`src/rtl/hazard_pkg.sv`:
```
// Shared types and constants for the pipeline hazard controller.
package hazard_pkg;
  typedef enum logic [1:0] {
    ST_RUN      = 2'd0,
    ST_MEM_WAIT = 2'd1,
    ST_ERROR    = 2'd2
  } state_t;

  localparam int         CNT_W_DEF = 32;
  localparam logic [4:0] REG_X0    = 5'd0;
endpackage

```
`src/rtl/sat_counter.sv`:
```
// Saturating up-counter with synchronous clear that wins over increment.
module sat_counter #(
  parameter int W = 32
) (
  input  logic         clk,
  input  logic         rstn,
  input  logic         clr,
  input  logic         inc,
  output logic [W-1:0] q
);
  localparam logic [W-1:0] ONE = {{(W-1){1'b0}}, 1'b1};

  always_ff @(posedge clk or negedge rstn) begin
    if (!rstn)                  q <= '0;
    else if (clr)               q <= '0;
    else if (inc && (q != '1))  q <= q + ONE;
  end
endmodule

```
`src/rtl/hazard_ctrl.sv`:
```
// Stage enable/flush sequencing for load-use, taken-branch and memory-wait
// hazards, with a memory-wait watchdog and stall/flush performance counters.
//
// state       | meaning
// ST_RUN      | pipeline flows; no access outstanding beyond this cycle
// ST_MEM_WAIT | data memory busy, pipeline frozen, wait_cnt counts frozen cycles
// ST_ERROR    | access declared hung; frozen until reset
module hazard_ctrl
  import hazard_pkg::*;
#(
  parameter int TIMEOUT = 64,
  parameter int CNT_W   = CNT_W_DEF
) (
  input  logic             clk,
  input  logic             rstn,
  input  logic [4:0]       id_rs1,
  input  logic [4:0]       id_rs2,
  input  logic             id_use_rs1,
  input  logic             id_use_rs2,
  input  logic [4:0]       ex_rd,
  input  logic             ex_memread,
  input  logic             ex_branch_taken,
  input  logic             mem_req,
  input  logic             mem_ready,
  input  logic             cnt_clr,
  output logic             pc_write,
  output logic             ifid_write,
  output logic             ifid_flush,
  output logic             idex_write,
  output logic             idex_flush,
  output logic             exmem_write,
  output logic             memwb_flush,
  output logic             mem_timeout,
  output logic [CNT_W-1:0] stall_cnt,
  output logic [CNT_W-1:0] flush_cnt
);
  localparam logic [15:0] WAIT_LAST = 16'(TIMEOUT - 1);

  state_t      state, state_nxt;
  logic [15:0] wait_cnt, wait_nxt;
  logic        timeout_nxt;
  logic        freeze, lu, br;

  always_ff @(posedge clk or negedge rstn) begin
    if (!rstn) begin
      state       <= ST_RUN;
      wait_cnt    <= '0;
      mem_timeout <= 1'b0;
    end else begin
      state       <= state_nxt;
      wait_cnt    <= wait_nxt;
      mem_timeout <= timeout_nxt;
    end
  end

  always_comb begin
    freeze = (mem_req & ~mem_ready) | (state == ST_ERROR);
    lu     = ex_memread && (ex_rd != REG_X0) &&
             ((id_use_rs1 && (id_rs1 == ex_rd)) || (id_use_rs2 && (id_rs2 == ex_rd)));
    br     = ex_branch_taken;

    pc_write    = 1'b1;
    ifid_write  = 1'b1;
    idex_write  = 1'b1;
    exmem_write = 1'b1;
    ifid_flush  = 1'b0;
    idex_flush  = 1'b0;
    memwb_flush = 1'b0;

    // Reset parks every stage register: nothing advances, bubbles everywhere.
    if (!rstn) begin
      pc_write    = 1'b0;
      ifid_write  = 1'b0;
      idex_write  = 1'b0;
      exmem_write = 1'b0;
      ifid_flush  = 1'b1;
      idex_flush  = 1'b1;
      memwb_flush = 1'b1;
    end else if (freeze) begin
      pc_write    = 1'b0;
      ifid_write  = 1'b0;
      idex_write  = 1'b0;
      exmem_write = 1'b0;
      memwb_flush = 1'b1;
    end else if (br) begin
      ifid_flush  = 1'b1;
      idex_flush  = 1'b1;
    end else if (lu) begin
      pc_write    = 1'b0;
      ifid_write  = 1'b0;
      idex_flush  = 1'b1;
    end

    state_nxt   = state;
    wait_nxt    = wait_cnt;
    timeout_nxt = mem_timeout;
    case (state)
      ST_RUN: begin
        if (mem_req && !mem_ready) begin
          state_nxt = ST_MEM_WAIT;
          wait_nxt  = 16'd1;
        end
      end
      ST_MEM_WAIT: begin
        // An abort is treated like completion so the core is never left frozen.
        if (!mem_req || mem_ready) begin
          state_nxt = ST_RUN;
          wait_nxt  = '0;
        end else if (wait_cnt == WAIT_LAST) begin
          state_nxt   = ST_ERROR;
          timeout_nxt = 1'b1;
        end else begin
          wait_nxt = wait_cnt + 16'd1;
        end
      end
      ST_ERROR: ;
      default: begin
        state_nxt = ST_RUN;
        wait_nxt  = '0;
      end
    endcase
  end

  sat_counter #(.W(CNT_W)) u_stall_cnt (
    .clk  (clk),
    .rstn (rstn),
    .clr  (cnt_clr),
    .inc  (~pc_write),
    .q    (stall_cnt)
  );

  sat_counter #(.W(CNT_W)) u_flush_cnt (
    .clk  (clk),
    .rstn (rstn),
    .clr  (cnt_clr),
    .inc  (br & ~freeze),
    .q    (flush_cnt)
  );
endmodule

```
`config.mk`:
```
export PLATFORM = sky130hd
export DESIGN_NAME = hazard_ctrl
export DESIGN_NICKNAME = d
export VERILOG_FILES = /design/src/rtl/hazard_pkg.sv /design/src/rtl/sat_counter.sv /design/src/rtl/hazard_ctrl.sv
export SDC_FILE = /design/constraint.sdc
export NUM_CORES = 1
export LEC_CHECK = 0
export ABC_AREA = 1
export CAP_MARGIN = 30
export CORE_MARGIN = 2
export CORE_UTILIZATION = 25
export CTS_BUF_LIST = sky130_fd_sc_hd__clkbuf_8
export DETAILED_ROUTE_END_ITERATION = 10
export GPL_TIMING_DRIVEN = 0
export SLEW_MARGIN = 30
export SYNTH_ARGS = -nofsm -noshare
export SYNTH_HDL_FRONTEND = slang
export SYNTH_HIERARCHICAL = 1
export SYNTH_SLANG_ARGS = --single-unit
```
`constraint.sdc`:
```
create_clock -name clk -period 2 [get_ports clk]
set_input_delay 0.4 -clock clk [delete_from_list [all_inputs] [get_ports clk]]
set_output_delay 0.4 -clock clk [all_outputs]
set_load 0.05 [all_outputs]
```
---- After elaboration in Yosys (flattened, before gate mapping) ----
Cells that the tools add are included.
Widths: inputs -> output; s select.
word-level totals
  flip-flop bits (word level) ............. 83
  input port bits ......................... 24
  output and inout port bits .............. 72
  word-level logic and storage cells ...... 71
cells by class
  $add $sub $neg .......................... 3
  eq/ne operators ......................... 10
  multiplexer cells ....................... 27
  bitwise logic cells ..................... 8
  reductions and logical operators ........ 18
operators by type and width
  cell                   count
  $mux 32                4
  $add 32x1->32 const B  2
  $ne 32x32->1 const B   2
  $mux 16                3
  $pmux 16 s3            1
  $add 16x1->16 const B  1
  $eq 16x6->1 const B    1
  $mux 1                 15
  $eq 5x5->1             2
  $reduce_and 3->1       3
  $logic_and 1x1->1      7
  $mux 2                 3
  $ne 3x3->1 const B     2
  $pmux 2 s3             1
  $not 1->1              5
  $reduce_bool 5->1      1
  $reduce_bool 2->1      2
  $and 1x1->1            2
  $eq 2x1->1 const B     1
  $eq 2x2->1 const B     1
  $logic_not 1->1        2
  $logic_not 2->1        1
  $logic_or 1x1->1       2
  $ne 2x2->1 const B     1
  $or 1x1->1             1

---- Longest topological paths before layout ----
  word-level depth ........................ 12
  depth in mapped cells ................... 14
  mapped depth without buffers ............ 13

---- Modules after synthesis ----
The synthesis kept the hierarchy.
by module, submodules not included
  module       times used  cells each  area an instance (µm²)  sequential area each (µm²)
  sat_counter  2           345         2243.4                  800.8
  hazard_ctrl  1           230         1450.1                  475.5

---- Worst setup path after synthesis ----
OpenSTA, ideal clock, no wires.
  kind .................................... input-to-output
  from .................................... in mem_ready
  to ...................................... out pc_write
  arrival ................................. 2.415 ns
  required time ........................... 1.600 ns
  slack ................................... -0.815 ns
  stages on the path ...................... 9
  path buffers ............................ 1
  cell sequence ........................... inv_2 -> nand2_1 -> nand2_1 -> inv_1 -> nand2_1 -> inv_1 -> nand2_1 -> inv_1 -> buf_4
on the way
  longest elaborated chain between the ends .. 5
RTL lines
  what                 RTL line           source
  start: declaration   hazard_ctrl.sv:24  input logic mem_ready,
  $not 1->1            hazard_ctrl.sv:57  freeze = (mem_req & ~mem_ready) | (state == ST_ERROR);
  $and 1x1->1          hazard_ctrl.sv:57
  $or 1x1->1           hazard_ctrl.sv:57
  $mux 1 (2 in a row)  n/a
  end: declaration     hazard_ctrl.sv:26  output logic pc_write,
Every way passes these cells.

---- Final worst setup path ----
  from .................................... reg state[0]
  to ...................................... out pc_write
on the way
  longest elaborated chain between the ends .. 4
RTL lines
  what                      RTL line           source
  start: declaration        hazard_ctrl.sv:39  state_t state, state_nxt;
  start signal: assignment  hazard_ctrl.sv:50  state <= state_nxt;
  $eq 2x2->1                hazard_ctrl.sv:57
  $or 1x1->1                hazard_ctrl.sv:57
  $mux 1                    hazard_ctrl.sv:79  end else if (freeze) begin
  $mux 1                    hazard_ctrl.sv:71  if (!rstn) begin
Every way passes these cells.

==> flow_summary.toml <==
[pwr]
power_w = 0.00351
clkPwrFrac_pct = 36.9
power_frac_comb_pct = 14.2
power_frac_seq_pct = 48.8
switchingPower_w = 0.00101
p_leak_nw = 3.75
peakVddDrop_mv = 0.246
cellPowerDensity_mw_per_mm2 = 460
power.share.switching_pct = 28.7
p_int_w = 0.00250

[logic_synthesis]
synth_cell_types = 34
synth-seq-cells = 83
yosysWarnings = 6
synth_nets = 947
yosysSeqAreaShare_pct = 35.0
netlist_area_mm2 = 0.00594
syn_inst = 920
avgSynthCellArea_um2 = 6.45

[sta]
slew_violations = 0
finalHoldViolations = 0
max_freq_ghz = 0.473
rsz0062_at_grt = "true"
clock_skew_ns = 0.0118
period_share_pct = 106
slew-limit-headroom_pct = 63.6
final-setup-viol-count = 13
tightestPinTransition_ns = 0.545
min_period_ns = 2.11
fin_ws_ns = -0.112

[setup_path]
cpPeakStageDelay_ns = 0.41
cp_max_fo = 2
cp-end-kind = "output port"
worstPathRequired_ns = 1.60
crit_family = "buffers and inverters"
start_kind = "flip-flop"
path_cells = "inv_2 -> nand2_4 -> nand2_4 -> inv_4 -> nand2_8 -> clkinvlp_4 -> nand2_4 -> clkinvlp_4 -> buf_8 -> buf_8"
path_buf_inv = 6
path_common_cell = "nand2_4"
slowest_stage = "dfrtp_1"
crit_type = "reg2out"
critPathArrivalTime_ns = 1.71

[cells_and_area]
drive_gt1_share_pct = 12.1
syn2layout_area_growth_pct = 28.7
final_area_mm2 = 0.00764
nNetsFinal = 1066
fillers = 2617
diodes = 0

[status]
violations = "negative setup slack"
outcome = "complete, but fails checks"

[global_routing]
grt_max_degree = 36
grt_pass1_wl_um = 28100
grt_pass1_vias = 5603
grt_overflow = 0
antenna_found_initial = 0
grt_usage_pct = 14.3

[routing]
num_vias = 6094
drt-vias-per-instance = 4.47
wirelength_um = 17400
drt-pass1-iter-count = 7
wl_per_cell_um = 12.8
drtIter0Drc = 389
remaining_drc_errors = 0
antenna_left = 0

[floorplan]
die_h_um = 158
die_width_um = 158
coreArea_mm2 = 0.0234
pin_count = 96
row_count = 56
start_util_pct = 25.4
dieArea_mm2 = 0.0250

[min_path]
holdCritPathClass = "in2async"

[cts]
clk_latency_ns = 0.37
path_clk_slew_ns = 0.09
clock_path_buffers = 2
cts_tree = "done"
cts_sinks = 83
htree_levels = 3
cts-root-buf = "clkbuf_8"
cts_buffers = 9

[job]
cap_violations = 0

[placed_design]
gp_congestion = 0.883
place_area_mm2 = 0.00736
portBuffers = 95
dp_hpwl_um = 12800
power groups by stage:
| stage | Sequential, W | Clock (W) | Combinational (W) |
|---|---|---|---|
| finish | 0.00171 | 0.00130 | 0.000500 |
| global route | 0.00172 | 0.00141 | 0.000545 |
| CTS | 0.00171 | 0.00135 | 0.000495 |
| detailed placement | 0.00175 | 0 | 0.000477 |
| global placement | 0.00175 | 0 | 0.000473 |
| floorplan | 0.00178 | 0 | 0.000241 |
cells in the mapped netlist, drive strengths merged:
master,n,share of area [%]
o21ai,47,4.0
dfrtp,83,35
or2,4,0.42
o31ai,1,0.13
xnor2,8,1.2
xor2,11,1.6
clkinv,1,0.063
a21oi,9,0.76
nand4,33,3.7
buf,15,2.3
nor2,144,11
nand3,84,7.2
o21bai,2,0.25
nand3b,3,0.38
nand2,366,25
clkbuf,5,0.32
nor3,1,0.084
ha,3,0.63
inv,98,6.2
a22oi,2,0.25
logic make-up after synthesis:
| family | Yosys count | synth area share [%] |
|---|---|---|
| AOI/OAI and AO/OA | 61 | 5.35 |
| and+or+nand+nor | 635 | 47.4 |
| xor gates and xnor gates | 19 | 2.80 |
| DFF | 83 | 35.0 |
| adders and majority gates | 3 | 0.632 |
| buffers and inverters | 119 | 8.83 |
flip-flops by register name, indices dropped and copies added (netlist names):
name	cells
mem_timeout	1
state	2
u_flush_cnt/q	32
u_stall_cnt/q	32
wait_cnt	16
stage by stage:
step                hold slack (ns)  cells  util [%]  setup slack [ns]  setup TNS [ns]
floorplan                     0.104    920         -            -0.206          -0.400
global placement              0.451   1334      31.3             -3.83         -396.00
detailed placement            0.410   1335      31.4             -1.05          -30.64
CTS                          0.0359   1359      32.4            -0.139          -0.272
global route                 0.0360   1363      32.6            -0.196           -1.86
finish                       0.0467   1363      32.6            -0.112          -0.710
cell type report:
type	instances	area, um2	share of cell area, %
inverters	99	382	5.00
plain buffers	19	163	2.13
flip-flops and latches	83	2080	27.3
clock inverters	5	52.6	0.688
multi-input cells	718	3420	44.7
repair buffers	109	992	13.0
well taps	319	399	5.22
clock buffers	11	151	1.98
final timing paths:
check                           slack [ns]  depth (start not counted)                    start                       endpoint
worst min register to register        0.47                          2  mem_timeout$_DFFE_PN0P_        mem_timeout$_DFFE_PN0P_
max in group asynchronous             1.51                          2                     rstn  u_flush_cnt/q[29]$_DFFE_PN0P_
worst max register to register       -0.09                          9     state[1]$_DFFE_PN0P_  u_flush_cnt/q[29]$_DFFE_PN0P_
worst max-delay path                 -0.11                         10     state[0]$_DFFE_PN0P_                       pc_write
worst min-delay path                  0.05                          2                     rstn  u_stall_cnt/q[31]$_DFFE_PN0P_
min in group clk                      0.47                          2  mem_timeout$_DFFE_PN0P_        mem_timeout$_DFFE_PN0P_
metal layers:
metal	vias up	global-route usage, %	wire [um]
met1	2780	19.0	8130
met2	158	23.8	8140
met3	13	2.98	928
li1	3143	-	-
met5	-	0	0
met4	0	3.22	201
worst reg2reg max path, cell delays in order, from the launching register on:
cell	delay, ns
dfrtp_2	0.45
nand2_4	0.09
nand2_4	0.06
buf_4	0.13
nor2_1	0.32
inv_1	0.13
a21oi_2	0.29
buf_2	0.32
nand4_1	0.15
nand2_1	0.09
placed cells by master, fill, tap and decap left out, types with 11 or more instances in the layout:
cell type and count:
nand3_1 82, dlygate4sd2_1 80, buf_6 13, nand2_4 11, nand2_1 345, nand4_1 32
o21ai_0 13, nor2_1 125, clkbuf_8 11, inv_2 15, dfrtp_1 78, o21ai_1 34
xor2_1 11, inv_1 81
what timing repair did:
item,4_1_cts,5_1_grt
hold buffers,2,0
endpoints found under the setup margin,95,42
hold endpoints to repair,16,0
resized for setup,133,29
buffers inserted,6,5
pin swaps,13,4
(Power assumes the default switching activity.)
